`src/rtl/rv_decode_queue.sv`:
```
// rtl/rv_decode_queue.sv - RV32I instruction decoder feeding a DEPTH-entry decoded-item FIFO
module rv_decode_queue #(
    parameter int XLEN  = 32,
    parameter int DEPTH = 4,
    parameter int CNT_W = 16
) (
    input  logic                       clk,
    input  logic                       rst_n,
    input  logic                       in_valid,
    output logic                       in_ready,
    input  logic [31:0]                in_inst,
    input  logic [XLEN-1:0]            in_pc,
    output logic                       out_valid,
    input  logic                       out_ready,
    output logic [5:0]                 out_code,
    output logic [4:0]                 out_rs1,
    output logic [4:0]                 out_rs2,
    output logic [4:0]                 out_rd,
    output logic [XLEN-1:0]            out_imm,
    output logic [XLEN-1:0]            out_pc,
    output logic                       out_illegal,
    output logic [$clog2(DEPTH):0]     count,
    output logic [CNT_W-1:0]           illegal_cnt
);
    localparam int AW = $clog2(DEPTH);
    localparam int CW = AW + 1;
    localparam logic [5:0] NO_INST = 6'd37;

    logic [6:0] opc;
    logic [2:0] f3;
    logic [6:0] f7;
    assign opc = in_inst[6:0];
    assign f3  = in_inst[14:12];
    assign f7  = in_inst[31:25];

    logic [XLEN-1:0] imm_i, imm_s, imm_b, imm_u, imm_j, imm_sh;
    assign imm_i  = XLEN'($signed(in_inst[31:20]));
    assign imm_s  = XLEN'($signed({in_inst[31:25], in_inst[11:7]}));
    assign imm_b  = XLEN'($signed({in_inst[31], in_inst[7], in_inst[30:25], in_inst[11:8], 1'b0}));
    assign imm_u  = XLEN'($signed({in_inst[31:12], 12'b0}));
    assign imm_j  = XLEN'($signed({in_inst[31], in_inst[19:12], in_inst[20], in_inst[30:21], 1'b0}));
    assign imm_sh = XLEN'(in_inst[24:20]);

    logic [5:0]      d_code;
    logic [4:0]      d_rs1, d_rs2, d_rd;
    logic [XLEN-1:0] d_imm;

    // Codes: I-ALU 0-8, loads 9-13, JALR 14, R-type 15-24, LUI 25, AUIPC 26,
    // JAL 27, stores 28-30, branches 31-36.
    always_comb begin
        d_code = NO_INST;
        d_rs1  = in_inst[19:15];
        d_rs2  = '0;
        d_rd   = in_inst[11:7];
        d_imm  = '0;
        unique case (opc)
            7'b0110011: begin
                d_rs2 = in_inst[24:20];
                if (f7 == 7'b0000000) begin
                    unique case (f3)
                        3'd0: d_code = 6'd15;
                        3'd1: d_code = 6'd17;
                        3'd2: d_code = 6'd18;
                        3'd3: d_code = 6'd19;
                        3'd4: d_code = 6'd20;
                        3'd5: d_code = 6'd21;
                        3'd6: d_code = 6'd23;
                        3'd7: d_code = 6'd24;
                    endcase
                end else if (f7 == 7'b0100000) begin
                    if (f3 == 3'd0) d_code = 6'd16;
                    else if (f3 == 3'd5) d_code = 6'd22;
                end
            end
            7'b0010011: begin
                d_imm = imm_i;
                unique case (f3)
                    3'd0: d_code = 6'd0;
                    3'd2: d_code = 6'd1;
                    3'd3: d_code = 6'd2;
                    3'd4: d_code = 6'd3;
                    3'd6: d_code = 6'd4;
                    3'd7: d_code = 6'd5;
                    3'd1: begin
                        d_imm = imm_sh;
                        if (f7 == 7'b0000000) d_code = 6'd6;
                    end
                    3'd5: begin
                        d_imm = imm_sh;
                        if (f7 == 7'b0000000) d_code = 6'd7;
                        else if (f7 == 7'b0100000) d_code = 6'd8;
                    end
                endcase
            end
            7'b0000011: begin
                d_imm = imm_i;
                unique case (f3)
                    3'd0: d_code = 6'd9;
                    3'd1: d_code = 6'd10;
                    3'd2: d_code = 6'd11;
                    3'd4: d_code = 6'd12;
                    3'd5: d_code = 6'd13;
                    default: d_code = NO_INST;
                endcase
            end
            7'b1100111: begin
                d_imm = imm_i;
                if (f3 == 3'd0) d_code = 6'd14;
            end
            7'b0100011: begin
                d_rs2 = in_inst[24:20];
                d_rd  = '0;
                d_imm = imm_s;
                unique case (f3)
                    3'd0: d_code = 6'd28;
                    3'd1: d_code = 6'd29;
                    3'd2: d_code = 6'd30;
                    default: d_code = NO_INST;
                endcase
            end
            7'b1100011: begin
                d_rs2 = in_inst[24:20];
                d_rd  = '0;
                d_imm = imm_b;
                unique case (f3)
                    3'd0: d_code = 6'd31;
                    3'd1: d_code = 6'd32;
                    3'd4: d_code = 6'd33;
                    3'd5: d_code = 6'd34;
                    3'd6: d_code = 6'd35;
                    3'd7: d_code = 6'd36;
                    default: d_code = NO_INST;
                endcase
            end
            7'b0110111: begin d_code = 6'd25; d_rs1 = '0; d_imm = imm_u; end
            7'b0010111: begin d_code = 6'd26; d_rs1 = '0; d_imm = imm_u; end
            7'b1101111: begin d_code = 6'd27; d_rs1 = '0; d_imm = imm_j; end
            default: d_code = NO_INST;
        endcase
        // Illegal items carry no operand fields at all.
        if (d_code == NO_INST) begin
            d_rs1 = '0;
            d_rs2 = '0;
            d_rd  = '0;
            d_imm = '0;
        end
    end

    logic [5:0]      mem_code [DEPTH];
    logic [4:0]      mem_rs1  [DEPTH];
    logic [4:0]      mem_rs2  [DEPTH];
    logic [4:0]      mem_rd   [DEPTH];
    logic [XLEN-1:0] mem_imm  [DEPTH];
    logic [XLEN-1:0] mem_pc   [DEPTH];
    logic [AW-1:0]   wr_ptr, rd_ptr;
    logic            push, pop;

    assign in_ready  = (count < CW'(DEPTH));
    assign out_valid = (count != '0);
    assign push      = in_valid & in_ready;
    assign pop       = out_valid & out_ready;

    always_ff @(posedge clk) begin
        if (push) begin
            mem_code[wr_ptr] <= d_code;
            mem_rs1[wr_ptr]  <= d_rs1;
            mem_rs2[wr_ptr]  <= d_rs2;
            mem_rd[wr_ptr]   <= d_rd;
            mem_imm[wr_ptr]  <= d_imm;
            mem_pc[wr_ptr]   <= in_pc;
        end
    end

    always_ff @(posedge clk or negedge rst_n) begin
        if (!rst_n) begin
            wr_ptr      <= '0;
            rd_ptr      <= '0;
            count       <= '0;
            illegal_cnt <= '0;
        end else begin
            if (push) wr_ptr <= wr_ptr + AW'(1);
            if (pop)  rd_ptr <= rd_ptr + AW'(1);
            if (push && !pop)      count <= count + CW'(1);
            else if (pop && !push) count <= count - CW'(1);
            if (push && d_code == NO_INST && illegal_cnt != '1)
                illegal_cnt <= illegal_cnt + CNT_W'(1);
        end
    end

    // Storage is not reset, so every data output is gated to zero when empty.
    assign out_code    = out_valid ? mem_code[rd_ptr] : '0;
    assign out_rs1     = out_valid ? mem_rs1[rd_ptr]  : '0;
    assign out_rs2     = out_valid ? mem_rs2[rd_ptr]  : '0;
    assign out_rd      = out_valid ? mem_rd[rd_ptr]   : '0;
    assign out_imm     = out_valid ? mem_imm[rd_ptr]  : '0;
    assign out_pc      = out_valid ? mem_pc[rd_ptr]   : '0;
    assign out_illegal = out_valid && (mem_code[rd_ptr] == NO_INST);
endmodule

```
`config.mk`:
```
export PLATFORM = sky130hd
export DESIGN_NAME = rv_decode_queue
export DESIGN_NICKNAME = d
export VERILOG_FILES = /design/src/rtl/rv_decode_queue.sv
export SDC_FILE = /design/constraint.sdc
export NUM_CORES = 1
export LEC_CHECK = 0
export BUFFER_PORTS_ARGS = -buffer_cell sky130_fd_sc_hd__buf_2
export CELL_PAD_IN_SITES_DETAIL_PLACEMENT = 1
export CELL_PAD_IN_SITES_GLOBAL_PLACEMENT = 1
export CORE_MARGIN = 5
export CORE_UTILIZATION = 50
export DETAILED_ROUTE_END_ITERATION = 10
export HOLD_SLACK_MARGIN = 0.02
export PLACE_DENSITY_LB_ADDON = 0.05
export SETUP_SLACK_MARGIN = 0.15
export SLEW_MARGIN = 20
export SYNTH_ARGS = -nofsm -noshare
export SYNTH_HDL_FRONTEND = slang
export SYNTH_SLANG_ARGS = --single-unit
```
`constraint.sdc`:
```
create_clock -name clk -period 4.45 [get_ports clk]
set_input_delay 0.89 -clock clk [delete_from_list [all_inputs] [get_ports clk]]
set_output_delay 0.89 -clock clk [all_outputs]
set_load 0.03 [all_outputs]
```
After elaboration in Yosys (flattened, before gate mapping)
Memories as Yosys holds them, arrays and structs flattened.
Cells that the tools add are included.
- equal/unequal tests: 20
- reductions and logical operators: 17
- mux-type cells: 32
- add/subtract/negate cells: 5
- magnitude comparators: 1
- bitwise operators: 2
- operators with widths (operator ; count):
    $pmux 32 s6 ; 1
    $mux 32 ; 4
    $mux 6 ; 9
    $pmux 6 s9 ; 1
    $pmux 6 s8 ; 1
    $mux 5 ; 9
    $pmux 6 s6 ; 1
    $pmux 6 s5 ; 1
    $eq 7x6->1 const B ; 4
    $eq 7x7->1 const B ; 3
    $pmux 6 s3 ; 1
    $add 16x1->16 const B ; 1
    $ne 16x16->1 const B ; 1
    $eq 7x5->1 const B ; 2
    $eq 3x3->1 const B ; 4
    $eq 6x6->1 const B ; 2
    $reduce_or 2->1 ; 4
    $eq 7x2->1 const B ; 1
    $logic_not 7->1 ; 1
    $eq 3x2->1 const B ; 2
    $mux 3 ; 2
    $reduce_or 3->1 ; 2
    $logic_and 1x1->1 ; 5
    $add 2x1->2 const B ; 2
    10 further kinds ; 13
- memories: 7
- ROM bits: 40
- flip-flop bits (word level): 23
- bits in writable memories: 340
- output and inout bits: 107
- memories (name ; depth ; bits a word ; read ports ; clocked after Yosys merged registers in ; write ports ; line ; source):
    mem_imm ; 4 ; 32 ; 1 ; 0 ; 1 ; 153 ; logic [XLEN-1:0] mem_imm [DEPTH];
    mem_pc ; 4 ; 32 ; 1 ; 0 ; 1 ; 154 ; logic [XLEN-1:0] mem_pc [DEPTH];
    (no name shown) ; 8 ; 5 ; 1 ; 0 ; 0 ; 60 ; unique case (f3)
    mem_code ; 4 ; 6 ; 1 ; 0 ; 1 ; 149 ; logic [5:0] mem_code [DEPTH];
    mem_rd ; 4 ; 5 ; 1 ; 0 ; 1 ; 152 ; logic [4:0] mem_rd [DEPTH];
    mem_rs1 ; 4 ; 5 ; 1 ; 0 ; 1 ; 150 ; logic [4:0] mem_rs1 [DEPTH];
    +1 memories ; n/a ; n/a ; n/a ; n/a ; n/a ; n/a ;

Longest topological paths before layout
- depth after elaboration: 9
- gate-level depth with buffers: 13
- gate-level depth less buffers: 9

Least setup slack after synthesis
OpenSTA, ideal clock, no wires.
- path type: input to register
- from: input in_valid
- to: memory mem_code[0][0] (enable)
- data arrival time: 3.296 ns
- path slack: 0.702 ns
- path buffers: 1
- stages: 3
- cells stage by stage: nor2b_1 -> clkbuf_1 -> and2_1
- word-level cells in the longest chain between the ends: 3
- RTL lines (element ; line ; source):
    from (decl) ; 9 ; input logic in_valid,
    $and 1x1->1 ; 160 ; assign push = in_valid & in_ready;
    via push ; 156 ; logic push, pop;
    $mux 1 ; 164 ; if (push) begin
    $mux 1 (implied by the code) ; 165 ; mem_code[wr_ptr] <= d_code;
    to (decl) ; 149 ;
The timed path passes the listed nets, and every way through them passes these cells.

Worst setup path in the final report
- from: input in_inst[13]
- to: memory mem_imm[1][0] (data pin)
- word-level cells in the longest chain between the ends: 8
- elaborated cells between the ends (all ways): 21
- those cells by class: 8 x eq/ne; 11 x mux; 1 x reduce/logical; 1 x memory
- RTL lines (element ; line ; source):
    from (decl) ; 11 ; input logic [31:0] in_inst,
    $eq 3x3->1 ; n/a ;
    $mux 6 ; 72 ; else if (f3 == 3'd5) d_code = 6'd22;
    $mux 6 ; 71 ; if (f3 == 3'd0) d_code = 6'd16;
    $mux 6 ; 70 ; end else if (f7 == 7'b0100000) begin
    $mux 6 ; 59 ; if (f7 == 7'b0000000) begin
    $pmux 6 s9 (*) ; 56 ; unique case (opc)
    $eq 6x6->1 (*) ; 141 ; if (d_code == NO_INST) begin
    $mux 32 (*) ; 141 ;
    via d_imm[0] ; 46 ; logic [XLEN-1:0] d_imm;
    to (decl) ; 153 ;
The timed path passes the listed nets; every way through them passes the cells marked *.

==> Implementation_results.wiki <==
{| class="wikitable"
! Metric !! Value
|-
| Final Wtd Congestion || 0.908
|-
| Initial Utilization || 50.8%
|-
| Max frequency || around 280 MHz
|-
| Smallest setup slack after layout || 821 ps
|-
| Chip width || 187 µm
|-
| Layout net count || 1174
|-
| Most frequently used flop master after synthesis || sky130_fd_sc_hd__edfxtp_1
|-
| Final instance count without filler cells || 1515
|-
| Sequential cell area fraction in the yosys report || 69.2%
|-
| Starting DRC count in detailed routing || between 600 and 700
|-
| Total wirelength of the detailed-routed design || 37.5 mm
|-
| Number of diodes added for antenna fixing || 0
|-
| Post-Syn Nets || 995
|-
| Maximum number of buffers from clock root to sink || 3
|-
| Total standard cell area after synthesis || around 16000 µm²
|-
| Clock latency on the worst-skew pair || roughly 520 ps
|-
| Total power after layout || 11900 µW
|-
| Crit-path slowest cell || sky130_fd_sc_hd__or2_2
|-
| Count of boundary I/O pins || 175
|-
| Remaining global-route overflow || 0
|-
| Worst-path clk slew || 60 ps
|-
| Row Count || 64
|-
| Fraction of final layout cells sized beyond drive strength 1 || a little under a third
|-
| Gates resized, CTS repair || 0
|-
| Maximum ir drop on the vdd rail || 0.341 mV
|-
| Number of hold-slack violations in the final timing report || 0
|-
| Total clock sinks || between 300 and 400
|-
| Count of mapped cells out of synthesis || between 900 and 1000
|-
| Part of the total power dissipated in combinational logic || 36.7%
|-
| Cts hold-fix bufs || 0
|-
| Cell type group with the largest total delay on the critical path || simple AND/OR/NAND/NOR gates
|-
| Buf+Inv Stages, Crit Path || 3
|-
| Routed wire per std cell || about 25 µm
|-
| Total internal power || 7670 µW
|-
| Min Clock Period, post-route || between 3000 and 4000 ps
|-
| Core box area || 30700 µm²
|-
| CTS H-tree depth || 2
|-
| Mean number of vias per cell || slightly below 6
|-
| Total routing usage reported by global routing || between 20% and 30%
|-
| Endpoint type of the worst setup path || register
|-
| Most numerous cell on the critical path || sky130_fd_sc_hd__inv_1
|-
| Post-CTS Setup Inserts || 0
|-
| First-pass GRT wire length || 58.9 mm
|-
| Setup WS pre-CTS || 325 ps
|-
| Root buffer cell || sky130_fd_sc_hd__clkbuf_16
|-
| Largest net degree at the start of global routing || between 60 and 70
|-
| Share of power burned in registers || 38.0%
|-
| Flip-flop and latch count after synthesis || around 360
|-
| Initial antenna violation count || 0
|-
| Ys async rst share || 6.34%
|-
| Stage delay of the slowest cell on the critical path || ~540 ps
|-
| Via count || between 8000 and 9000
|-
| Worst clock skew || roughly 11 ps
|-
| Final number of setup-violating endpoints || 0
|-
| Post-synth EDFFs || 340
|-
| Die Span Y || 187 µm
|-
| Placed insts || approximately 1400
|-
| Switching fraction of total power || 35.5%
|-
| Final period util || 81.6%
|-
| HP Class || input pin to async pin
|-
| Average instance area after synthesis || 17.1 µm²
|-
| Clock Power Share || 25.3%
|-
| Routed Antenna Nets || 0
|-
| CTS tree || yes
|-
| Startpoint-to-endpoint class of the critical path || input pin to register
|-
| Data required time at the worst endpoint || 4740 ps
|-
| Arr. time, crit path || between 3000 and 4000 ps
|-
| Area of the die || 34800 µm²
|-
| Worst hold slack across all endpoints || around 380 ps
|-
| Transition time of the tightest slew-check pin || 850 ps
|-
| Reported max-cap violation count || 0
|-
| DP HPWL || between 20 and 25 mm
|-
| Count of input and output buffers || about 170
|-
| Switching power || 4220 µW
|-
| Unrepaired setup endpoints after global routing || no
|-
| Vias in the first global route || 9743
|-
| Count of distinct cell types in the synthesized netlist || between 70 and 80
|-
| Static power due to leakage || about 0.0066 µW
|-
| DR pass1 iterations || 6
|-
| Worst-path fanout max || 22
|-
| Post-route DRC || 0
|-
| Fin. max-slew vios || 0
|-
| Crit start category || input pin
|-
| Power density cells || 655 nW/µm²
|-
| Post-synthesis to final-layout area growth || 16.3%
|-
| Outcome || completed
|-
| Number of synthesis warnings || 0
|-
| Chain of cells forming the critical path || buf_2, inv_1, ha_1, inv_1, or4_1, o2111ai_1, o311ai_1, o21ai_1, or2_2, a21boi_0
|-
| Number of clock buffers inserted by TritonCTS || 38
|-
| Max-slew headroom at the worst pin || 43.3%
|-
| Total Negative Setup Slacks || 0 ps
|}
layer usage:
layer	global-route usage (%)	wire, µm	vias to the layer above
met2	36.1	18800	281
met1	29.2	15700	4546
li1	-	-	3952
met5	0	0	-
met3	3.83	2050	61
met4	6.17	986	0
path summary, 6_finish.rpt:
path / startpoint / to / slack [ps] / depth (start not counted)
setup / recovery: in_inst[13] / mem_imm[1][0] / 820 / 10
hold / removal: rst_n / wr_ptr[0] / 380 / 1
setup reg to reg: count[1] / count[2] / 1820 / 8
hold reg to reg: illegal_cnt[5] / illegal_cnt[5] / 480 / 1
max in group asynchronous: rst_n / rd_ptr[1] / 3620 / 1
min in group clk: illegal_cnt[5] / illegal_cnt[5] / 480 / 1
power by group through the flow:
stage / combinational [µW] / clock [µW] / sequential, µW
floorplan: 3130 / 0 / 4520
global route: 4660 / 3270 / 4570
finish: 4360 / 3010 / 4510
CTS: 4460 / 3090 / 4530
global placement: 4420 / 0 / 4570
detailed placement: 4450 / 0 / 4590
worst register-to-register path: stages, from the launching register on:
cell                      delay, ps
sky130_fd_sc_hd__dfrtp_1        420
sky130_fd_sc_hd__or3_2          830
sky130_fd_sc_hd__nand2_1        250
sky130_fd_sc_hd__ha_1           210
sky130_fd_sc_hd__inv_1           60
sky130_fd_sc_hd__fa_1           370
sky130_fd_sc_hd__xor2_1         170
sky130_fd_sc_hd__nor2_1         130
sky130_fd_sc_hd__xnor2_1        130
layout make-up:
class | count | area, µm²
Sequential cell | 363 | 10800
Timing Repair Buffer | 194 | 1070
Clock buffer | 53 | 1070
Fill cell | 2832 | 12500
Multi-Input combinational cell | 480 | 4520
Inverter | 15 | 56.3
Clock inverter | 14 | 125
Tap cell | 396 | 495
synthesized netlist by cell type (all sizes together), types with 14 or more instances:
| cell | count | area [µm²] |
|---|---|---|
| edfxtp | 340 | 10200 |
| nand3 | 18 | 90.1 |
| nor2 | 23 | 86.3 |
| and3 | 16 | 100 |
| inv | 15 | 56.3 |
| a21oi | 24 | 124 |
| dfrtp | 23 | 576 |
| mux4 | 86 | 1940 |
| xor2 | 15 | 131 |
| clkbuf | 29 | 109 |
| nor3 | 14 | 70.1 |
| nand2 | 46 | 173 |
| buf | 26 | 131 |
| and2 | 97 | 609 |
kinds of logic after synthesis:
group	after synthesis	synth area share (%)
flip-flops	363	69.2
AND/OR/NAND/NOR	268	9.84
AO/OA/AOI/OAI	85	3.85
multiplexers	92	12.9
buffers and inverters	70	1.90
XOR/XNOR	21	1.18
adder cells (fa/ha/maj)	14	1.17
state kept, by name (all words and copies together), names as in the netlist:
| signal | cells |
|---|---|
| mem_imm | 128 |
| mem_pc | 128 |
| mem_code | 24 |
| mem_rd | 20 |
| mem_rs1 | 20 |
| mem_rs2 | 20 |
| illegal_cnt | 16 |
| count | 3 |
| rd_ptr | 2 |
| wr_ptr | 2 |
metrics by stage:
stage | util (%) | area (µm²)
4_1_cts | 59.1 | 18100
2_1_floorplan | - | 15600
3_3_place_gp | 55.2 | 16900
3_5_place_dp | 55.2 | 16900
5_1_grt | 59.1 | 18100
6_report | 59.1 | 18100
layout by cell type (no fill, tap or decap), types with 6 or more instances in the layout:
cell type,instances
sky130_fd_sc_hd__nor2_1,23
sky130_fd_sc_hd__o21ai_0,10
sky130_fd_sc_hd__ha_1,13
sky130_fd_sc_hd__o211a_1,6
sky130_fd_sc_hd__clkbuf_16,39
sky130_fd_sc_hd__dfrtp_1,21
sky130_fd_sc_hd__nand4_1,6
sky130_fd_sc_hd__nor2b_1,8
sky130_fd_sc_hd__mux4_2,86
sky130_fd_sc_hd__a21oi_1,23
sky130_fd_sc_hd__buf_4,16
sky130_fd_sc_hd__edfxtp_1,340
sky130_fd_sc_hd__a22o_1,6
sky130_fd_sc_hd__and3_1,16
sky130_fd_sc_hd__clkbuf_1,10
sky130_fd_sc_hd__nor3_1,14
sky130_fd_sc_hd__xnor2_1,6
sky130_fd_sc_hd__nand3_1,18
sky130_fd_sc_hd__clkinv_1,6
sky130_fd_sc_hd__xor2_1,15
sky130_fd_sc_hd__a22oi_1,6
sky130_fd_sc_hd__nand2_1,46
sky130_fd_sc_hd__buf_2,174
sky130_fd_sc_hd__inv_1,15
sky130_fd_sc_hd__nor4_1,10
sky130_fd_sc_hd__and2_1,92
Power figures use the tool's default switching activity.
